<file path="src/rtl/fetch_pkg.sv">
// ============================================================================
// Module   : fetch_pkg
// Brief    : Shared types and constants for the instruction-fetch stage.
// Revision : 1.0
// ============================================================================
`default_nettype none

package fetch_pkg;

    typedef enum logic [1:0] {
        S_REQ  = 2'd0,
        S_WAIT = 2'd1,
        S_DROP = 2'd2
    } fetch_state_e;

    localparam logic [31:0] INSTR_BYTES = 32'd4;
    localparam logic [31:0] RESET_PC    = 32'h0000_0000;

    // Fetch addresses are always word aligned; low two bits are forced to zero.
    function automatic logic [31:0] align_word(input logic [31:0] addr);
        return {addr[31:2], 2'b00};
    endfunction

endpackage

`default_nettype wire

</file>
<file path="src/rtl/if_stage.sv">
// ============================================================================
// Module   : if_stage
// Brief    : Single-outstanding instruction fetch with a one-entry decode buffer.
// Revision : 1.0
// ============================================================================
`default_nettype none

module if_stage
    import fetch_pkg::*;
(
    input  logic        clk,
    input  logic        reset,
    input  logic [31:0] pc,
    output logic [31:0] pc_next,
    output logic        imem_req,
    output logic [31:0] imem_addr,
    input  logic        imem_gnt,
    input  logic        imem_rvalid,
    input  logic [31:0] imem_rdata,
    input  logic        redirect_valid,
    input  logic [31:0] redirect_target,
    output logic        id_valid,
    input  logic        id_ready,
    output logic [31:0] id_instr,
    output logic [31:0] id_pc
);

    fetch_state_e state_q;
    logic         id_valid_q;
    logic [31:0]  id_instr_q;
    logic [31:0]  id_pc_q;

    logic         buf_free;
    logic         load_buf;

    assign buf_free  = !id_valid_q || id_ready;
    assign imem_addr = pc;
    assign imem_req  = !reset && (state_q == S_REQ) && buf_free && !redirect_valid;

    // A response is only accepted when the fetch it answers is still wanted.
    assign load_buf  = (state_q == S_WAIT) && imem_rvalid && !redirect_valid;

    always_comb begin
        pc_next = pc;
        if (reset) begin
            pc_next = RESET_PC;
        end else if (redirect_valid) begin
            pc_next = align_word(redirect_target);
        end else if (load_buf) begin
            pc_next = pc + INSTR_BYTES;
        end
    end

    always_ff @(posedge clk) begin
        if (reset) begin
            state_q    <= S_REQ;
            id_valid_q <= 1'b0;
            id_instr_q <= 32'h0000_0000;
            id_pc_q    <= 32'h0000_0000;
        end else begin
            if (redirect_valid) begin
                id_valid_q <= 1'b0;
            end else if (load_buf) begin
                id_valid_q <= 1'b1;
                id_instr_q <= imem_rdata;
                id_pc_q    <= pc;
            end else if (id_ready) begin
                id_valid_q <= 1'b0;
            end

            unique case (state_q)
                S_REQ: begin
                    if (imem_req && imem_gnt) begin
                        state_q <= S_WAIT;
                    end
                end
                S_WAIT: begin
                    if (imem_rvalid) begin
                        state_q <= S_REQ;
                    end else if (redirect_valid) begin
                        state_q <= S_DROP;
                    end
                end
                S_DROP: begin
                    if (imem_rvalid) begin
                        state_q <= S_REQ;
                    end
                end
                default: begin
                    state_q <= S_REQ;
                end
            endcase
        end
    end

    assign id_valid = id_valid_q;
    assign id_instr = id_instr_q;
    assign id_pc    = id_pc_q;

endmodule

`default_nettype wire

</file>
<file path="config.mk">
export PLATFORM = sky130hd
export DESIGN_NAME = if_stage
export DESIGN_NICKNAME = d
export VERILOG_FILES = /design/src/rtl/fetch_pkg.sv /design/src/rtl/if_stage.sv
export SDC_FILE = /design/constraint.sdc
export NUM_CORES = 1
export LEC_CHECK = 0
export ABC_AREA = 1
export CAP_MARGIN = 0
export CORE_ASPECT_RATIO = 2
export CORE_MARGIN = 3
export CORE_UTILIZATION = 42
export CTS_BUF_LIST = sky130_fd_sc_hd__clkbuf_8
export CTS_CLUSTER_DIAMETER = 100
export DETAILED_ROUTE_END_ITERATION = 8
export PLACE_DENSITY = 0.95
export SYNTH_ARGS = -nofsm -noshare
export SYNTH_HDL_FRONTEND = slang
export SYNTH_SLANG_ARGS = --single-unit
export TNS_END_PERCENT = 1
</file>
<file path="constraint.sdc">
create_clock -name clk -period 2.6 [get_ports clk]
set_clock_uncertainty 0.1 [all_clocks]
set_input_delay 0.26 -clock clk [delete_from_list [all_inputs] [get_ports clk]]
set_output_delay 0.26 -clock clk [all_outputs]
set_load 0.02 [all_outputs]
</file>
==> run summary, run 1 <==
Tot GR Track Use -> 31.1%
TritonCTS buffer count -> 9
Slew @ Worst Pin -> 0.449 ns
most common cell after layout, fill and taps aside -> clkdlybuf4s50_1
Num Clock Sinks -> 67
crit path capture type -> primary output
CORE AREA -> 0.00914 mm^2
Synth Net Count -> 738
hold_buf cts -> 0
relative max-transition margin -> 70.1%
MaxCap Viol Count -> 0
final core occ -> 75.4%
dominant cell type by area after synthesis -> dfxtp_1
Area Growth Syn to Fin -> 72.5%
Fin Hold WS -> 0.365 ns
clk buf depth -> 2
starting density of the core -> 43.7%
initial antenna violation count -> 0
vias -> 5170
total I/O pin count -> 232
Gate Count Post-Synth -> 635
Routability Congestion -> 1.09
clk root buf -> clkbuf_8
top-area cell type share of the netlist area -> 33.6%
antenna viol nets, final -> 0
post-layout min period -> 2.55 ns
H-tree Lvls -> 3
# setup viols final -> 0
initial DRC count -> 269
status -> completed
Final #Nets -> 1002
count of different cell masters after synthesis -> 30
Pleak -> 3.23 nW
DRC Markers -> 0
diode count -> 0
row count -> 49
final cell count without fillers -> 1006
reg2reg setup slack -> 0.94 ns
Pint -> 1.84 mW
PnR worst setup slack -> 0.0498 ns
switching power -> 781 uW
critical path class -> primary input to primary output
via/cell ratio -> 5.14
clk slew on worst S/H paths -> 0.07 ns
DIE AREA -> 0.0108 mm^2
synth top area cells -> dfxtp_1 (34%), nor2_1 (13%), nand2_1 (12%)
DR WL/cell -> 16.5 um
post-synthesis sequential area ratio -> 33.6%
total grt overflow -> 0
1st-pass router iterations -> 5
RSZ-0062 raised after global routing -> true
Worst Path Arrival -> 2.19 ns
Post-DP HPWL -> 13300 um
FILL cells -> 690
final wirelength -> 16600 um
Hold Crit Depth -> 2
crit path launch type -> primary input
CP Max Fanout -> 6
flops & latches, synth -> 67
Port Buffers -> 229
Crit path required time -> 2.24 ns
Sequential Power Share -> 40.1%
height of the die -> 144 um
max-slew violation count -> 0
Achievable Freq -> 392 MHz
commonest non-fill, non-tap cells in the layout -> clkdlybuf4s50_1 (197), nor2_1 (138), nand2_1 (124), buf_4 (84), o21ai_0 (71)
Synth Cell Area -> 0.00399 mm^2
PD cells -> 380 mW/mm^2
Post-Place Cells -> 990
setup bufs post-CTS -> 0
Comb power frac -> 27.0%
HP Class -> flip-flop to flip-flop
largest net degree at the start of global routing -> 43
Die X -> 74.9 um
Peak VDD IR -> 0.000362 V
Final period util -> 98.1%
worst-skew pair later-pin latency -> 0.35 ns
Syn Area/Cell -> 6.29 um^2
endpoints failing hold -> 0
Switching Fraction -> 29.8%
first-pass GRT wire length -> 25500 um
layout cells sized above 1 -> 14.3%
pre-CTS setup slack -> -0.385 ns
TritonCTS clock tree -> built
vias in the first global route -> 5345
Synth Warn # -> 0
Worst Reg-to-Reg Cells -> 7
Clock Power Share -> 32.9%
## worst max-delay path: stages
cell	delay, ns
clkdlybuf4s50_1	0.50
ha_1	0.15
inv_1	0.06
nor2_2	0.15
nand3b_1	0.14
nor2_4	0.13
buf_4	0.15
nand3_1	0.07
nand2_1	0.06
nand3_1	0.08
nand2_1	0.09
inv_1	0.04
dlygate4sd2_1	0.31
## cells by family after synthesis
family	share of synthesized area (%)
and+or+nand+nor	37.2
muxes	0.251
buffers and inverters	15.1
adders and majority gates	0.313
AOI/OAI and AO/OA	13.5
DFF	33.6
## synthesized netlist by cell type, drive strengths merged
cell type  number
inv            59
a211oi          6
nand2         125
o211ai          5
and3            1
nand4           8
buf            42
o21ai          75
or2             4
nand3          38
nand3b          9
clkbuf         20
nor3            8
and2            1
mux2i           1
a21oi          16
dfxtp          67
clkinv          2
ha              1
nor2          147
## path summary, 6_finish.rpt
path / start / end
hold reg to reg: id_pc[2]$_SDFFE_PP0P_ / id_pc[2]$_SDFFE_PP0P_
setup reg to reg: state_q[1]$_SDFFE_PP0P_ / id_instr[31]$_SDFFE_PP0P_
hold / removal: id_pc[2]$_SDFFE_PP0P_ / id_pc[2]$_SDFFE_PP0P_
setup / recovery: pc[3] / pc_next[28]
## routing by layer
metal / global-route usage (%) / routed length [um] / part of all wire (%) / up-vias
li1: - / - / - / 2517
met1: 29.8 / 5470 / 33 / 2354
met2: 57.2 / 9130 / 55 / 227
met3: 6.30 / 993 / 6.0 / 72
met4: 20.0 / 1000 / 6.0 / 0
met5: 0 / 0 / 0 / -
## sequential cells by signal, indices dropped and copies added (netlist names)
register	flops
id_instr	32
id_pc	32
state_q	2
id_valid	1
## layout make-up
| type | instances | area, um^2 | share of cell area (%) |
|---|---|---|---|
| multi-input cells | 445 | 2060 | 29.9 |
| clock buffers | 9 | 124 | 1.80 |
| well taps | 102 | 128 | 1.85 |
| clock inverters | 7 | 68.8 | 0.999 |
| flip-flops and latches | 67 | 1340 | 19.5 |
| inverters | 61 | 230 | 3.34 |
| repair buffers | 315 | 2930 | 42.6 |
## power groups by stage
stage                     registers, mW  logic, mW  clock network, mW
after floorplan                    1.09      0.275                  0
after global placement             1.07      0.715                  0
after detailed placement           1.07      0.725                  0
after CTS                          1.05      0.705              0.884
after global routing               1.05      0.755              0.922
final                              1.05      0.707              0.861
## through the flow
| step | cell area (um^2) | power, mW | TNS [ns] |
|---|---|---|---|
| after floorplan | 3990 | 1.36 | 0 |
| after global placement | 6720 | 1.79 | -4.28 |
| final | 6890 | 2.62 | 0 |
| after CTS | 6880 | 2.64 | 0 |
| after detailed placement | 6720 | 1.80 | -5.24 |
| after global routing | 6890 | 2.73 | -0.265 |
## what timing repair did
action	4_1_cts	5_1_grt
endpoints found under the setup margin	28	17
gates resized for setup	35	18
pin swaps	0	0
Power figures use the tool's default switching activity.
==> run 2, diff against run 1 <==
Settings changed: MAX_ROUTING_LAYER set to met4.
==> run 2 against run 1 <==
Sequential power is essentially flat; critical path type unchanged; power fell by 3.3%; setup slack better by 0.059 ns.
==> run summary, run 2 (synthesis results as in run 1) <==
status -> completed
Port Buffers -> 229 (unchanged)
crit path capture type -> primary output
relative max-transition margin -> 71.2% (+1.1 points)
DIE AREA -> 0.0108 mm^2 (unchanged)
crit path launch type -> primary input
Post-DP HPWL -> 13100 um (-1.6%)
TritonCTS clock tree -> built
Clock Power Share -> 30.8% (-2.1 points)
RR Endpoint -> id_instr[16]$_SDFFE_PP0P_
Slew @ Worst Pin -> 0.433 ns (-0.0160 ns)
Die X -> 74.9 um (unchanged)
row count -> 49 (unchanged)
RSZ-0062 raised after global routing -> true
clk root buf -> clkbuf_8
final cell count without fillers -> 1003 (-0.30%)
endpoints failing hold -> 0 (unchanged)
HP Start -> id_pc[2]$_SDFFE_PP0P_
CORE AREA -> 0.00914 mm^2 (unchanged)
initial antenna violation count -> 0 (unchanged)
Crit path required time -> 2.24 ns (about the same)
Post-Place Cells -> 989 (-0.10%)
total grt overflow -> 0 (unchanged)
Crit. Startpoint -> pc[3]
Final TNS setup -> 0 ns (unchanged)
1st-pass router iterations -> 7 (+2)
TritonCTS buffer count -> 9 (unchanged)
Worst Path Arrival -> 2.13 ns (-0.06 ns)
# setup viols final -> 0 (unchanged)
height of the die -> 144 um (unchanged)
worst reg2reg path startpoint -> state_q[1]$_SDFFE_PP0P_
DR WL/cell -> 16.4 um (-0.66%)
vias in the first global route -> 5169 (-3.3%)
commonest non-fill, non-tap cells in the layout -> clkdlybuf4s50_1 (198), nor2_1 (136), nand2_1 (124), buf_4 (83), o21ai_0 (71)
diode count -> 0 (unchanged)
H-tree Lvls -> 3 (unchanged)
MaxCap Viol Count -> 0 (unchanged)
Power Total -> 2.53 mW (-3.3%)
Pleak -> 3.22 nW (-0.24%)
Hold Crit Depth -> 2 (unchanged)
Worst Reg-to-Reg Cells -> 7 (unchanged)
Peak VDD IR -> 0.000444 V (+23%)
Tot GR Track Use -> 31.8% (+0.62 points)
Sequential Power Share -> 41.5% (+1.4 points)
Routability Congestion -> 1.13 (+3.2%)
critical path class -> primary input to primary output
Area Growth Syn to Fin -> 71.6%
starting density of the core -> 43.7% (unchanged)
largest net degree at the start of global routing -> 43 (unchanged)
Num Clock Sinks -> 67 (unchanged)
layout cells sized above 1 -> 14.7% (+0.38 points)
CP Max Fanout -> 6 (unchanged)
Switching Fraction -> 29.7% (-0.12 points)
Fin Hold WS -> 0.368 ns (+0.00352 ns)
DRC Markers -> 0 (unchanged)
initial DRC count -> 303 (+13%)
reg2reg setup slack -> 0.99 ns (+0.05 ns)
clk buf depth -> 2 (unchanged)
final core occ -> 75.0% (-0.42 points)
Achievable Freq -> 401 MHz (+2.4%)
CP Capture Point -> pc_next[28]
Pint -> 1.78 mW (-3.1%)
total I/O pin count -> 232 (unchanged)
HP Class -> flip-flop to flip-flop
first-pass GRT wire length -> 25000 um (-1.9%)
vias -> 5204 (+0.66%)
Final period util -> 95.8% (-2.3 points)
post-layout min period -> 2.49 ns (-0.0587 ns)
max-slew violation count -> 0 (unchanged)
FILL cells -> 680 (-1.4%)
clk slew on worst S/H paths -> 0.07 ns (about the same)
PD cells -> 369 mW/mm^2 (-2.8%)
final wirelength -> 16400 um (-0.95%)
most common cell after layout, fill and taps aside -> clkdlybuf4s50_1
antenna viol nets, final -> 0 (unchanged)
switching power -> 751 uW (-3.7%)
Comb power frac -> 27.8% (+0.8 points)
via/cell ratio -> 5.19 (+0.96%)
worst-skew pair later-pin latency -> 0.35 ns (about the same)
Final #Nets -> 1001 (-0.10%)
## run 2: cell types whose count changed in the layout (fill, tap and decap cells not counted), sizes merged
cell and change:
clkinv -4, clkbuf +8, dlymetal6s2s +2, buf -1
clkdlybuf4s50 +1, inv +1, bufinv -1, dlygate4sd2 -6
clkdlybuf4s15 -3
## run 2: layout make-up
type                    instances  area, um^2  area share, %
flip-flops and latches         67        1340           19.6
clock inverters                 3        16.3          0.238
repair buffers                314        2910           42.4
multi-input cells             445        2070           30.2
inverters                      61         233           3.40
clock buffers                  11         151           2.21
well taps                     102         128           1.86
## run 2: power by group through the flow
stage	clock (mW)	combinational [mW]	sequential (mW)
2_1_floorplan	0	0.275	1.09
3_3_place_gp	0	0.714	1.07
3_5_place_dp	0	0.722	1.07
4_1_cts	0.793	0.703	1.05
5_1_grt	0.838	0.752	1.05
6_report	0.779	0.703	1.05
## run 2: critical path, cell delays in order
cell,delay (ns)
clkdlybuf4s50_1,0.50
ha_1,0.15
inv_1,0.07
nor2_4,0.13
nand3b_1,0.13
nor2_4,0.14
buf_4,0.16
nand3_1,0.07
nand2_1,0.06
nand3_1,0.06
nand2_1,0.07
inv_1,0.04
dlygate4sd2_1,0.31
## run 2: through the flow
stage | worst slack, ns | area (um^2)
4_1_cts | 0.00674 | 6850
2_1_floorplan | 0.733 | 3990
6_report | 0.109 | 6850
3_5_place_dp | -0.315 | 6710
5_1_grt | -0.0830 | 6850
3_3_place_gp | -0.275 | 6710
## run 2: how the worst min path moves through the flow
stage,to
final,id_pc[2]$_SDFFE_PP0P_
after global routing,id_pc[16]$_SDFFE_PP0P_
after CTS,id_pc[16]$_SDFFE_PP0P_
after detailed placement,id_pc[2]$_SDFFE_PP0P_
after global placement,id_pc[2]$_SDFFE_PP0P_
after floorplan,id_instr[0]$_SDFFE_PP0P_
## run 2: routing by layer
layer	GRT usage, %	up-vias	wire length, um
li1	-	2515	-
met1	30.4	2332	5460
met2	54.8	274	8850
met3	6.16	83	1010
met4	22.0	0	1100
met5	-	-	0
## run 2: repair_timing
item,4_1_cts,5_1_grt
endpoints found under the setup margin,27,21
buffers inserted,0,0
gates resized for setup,28,36
hold buffers,0,0
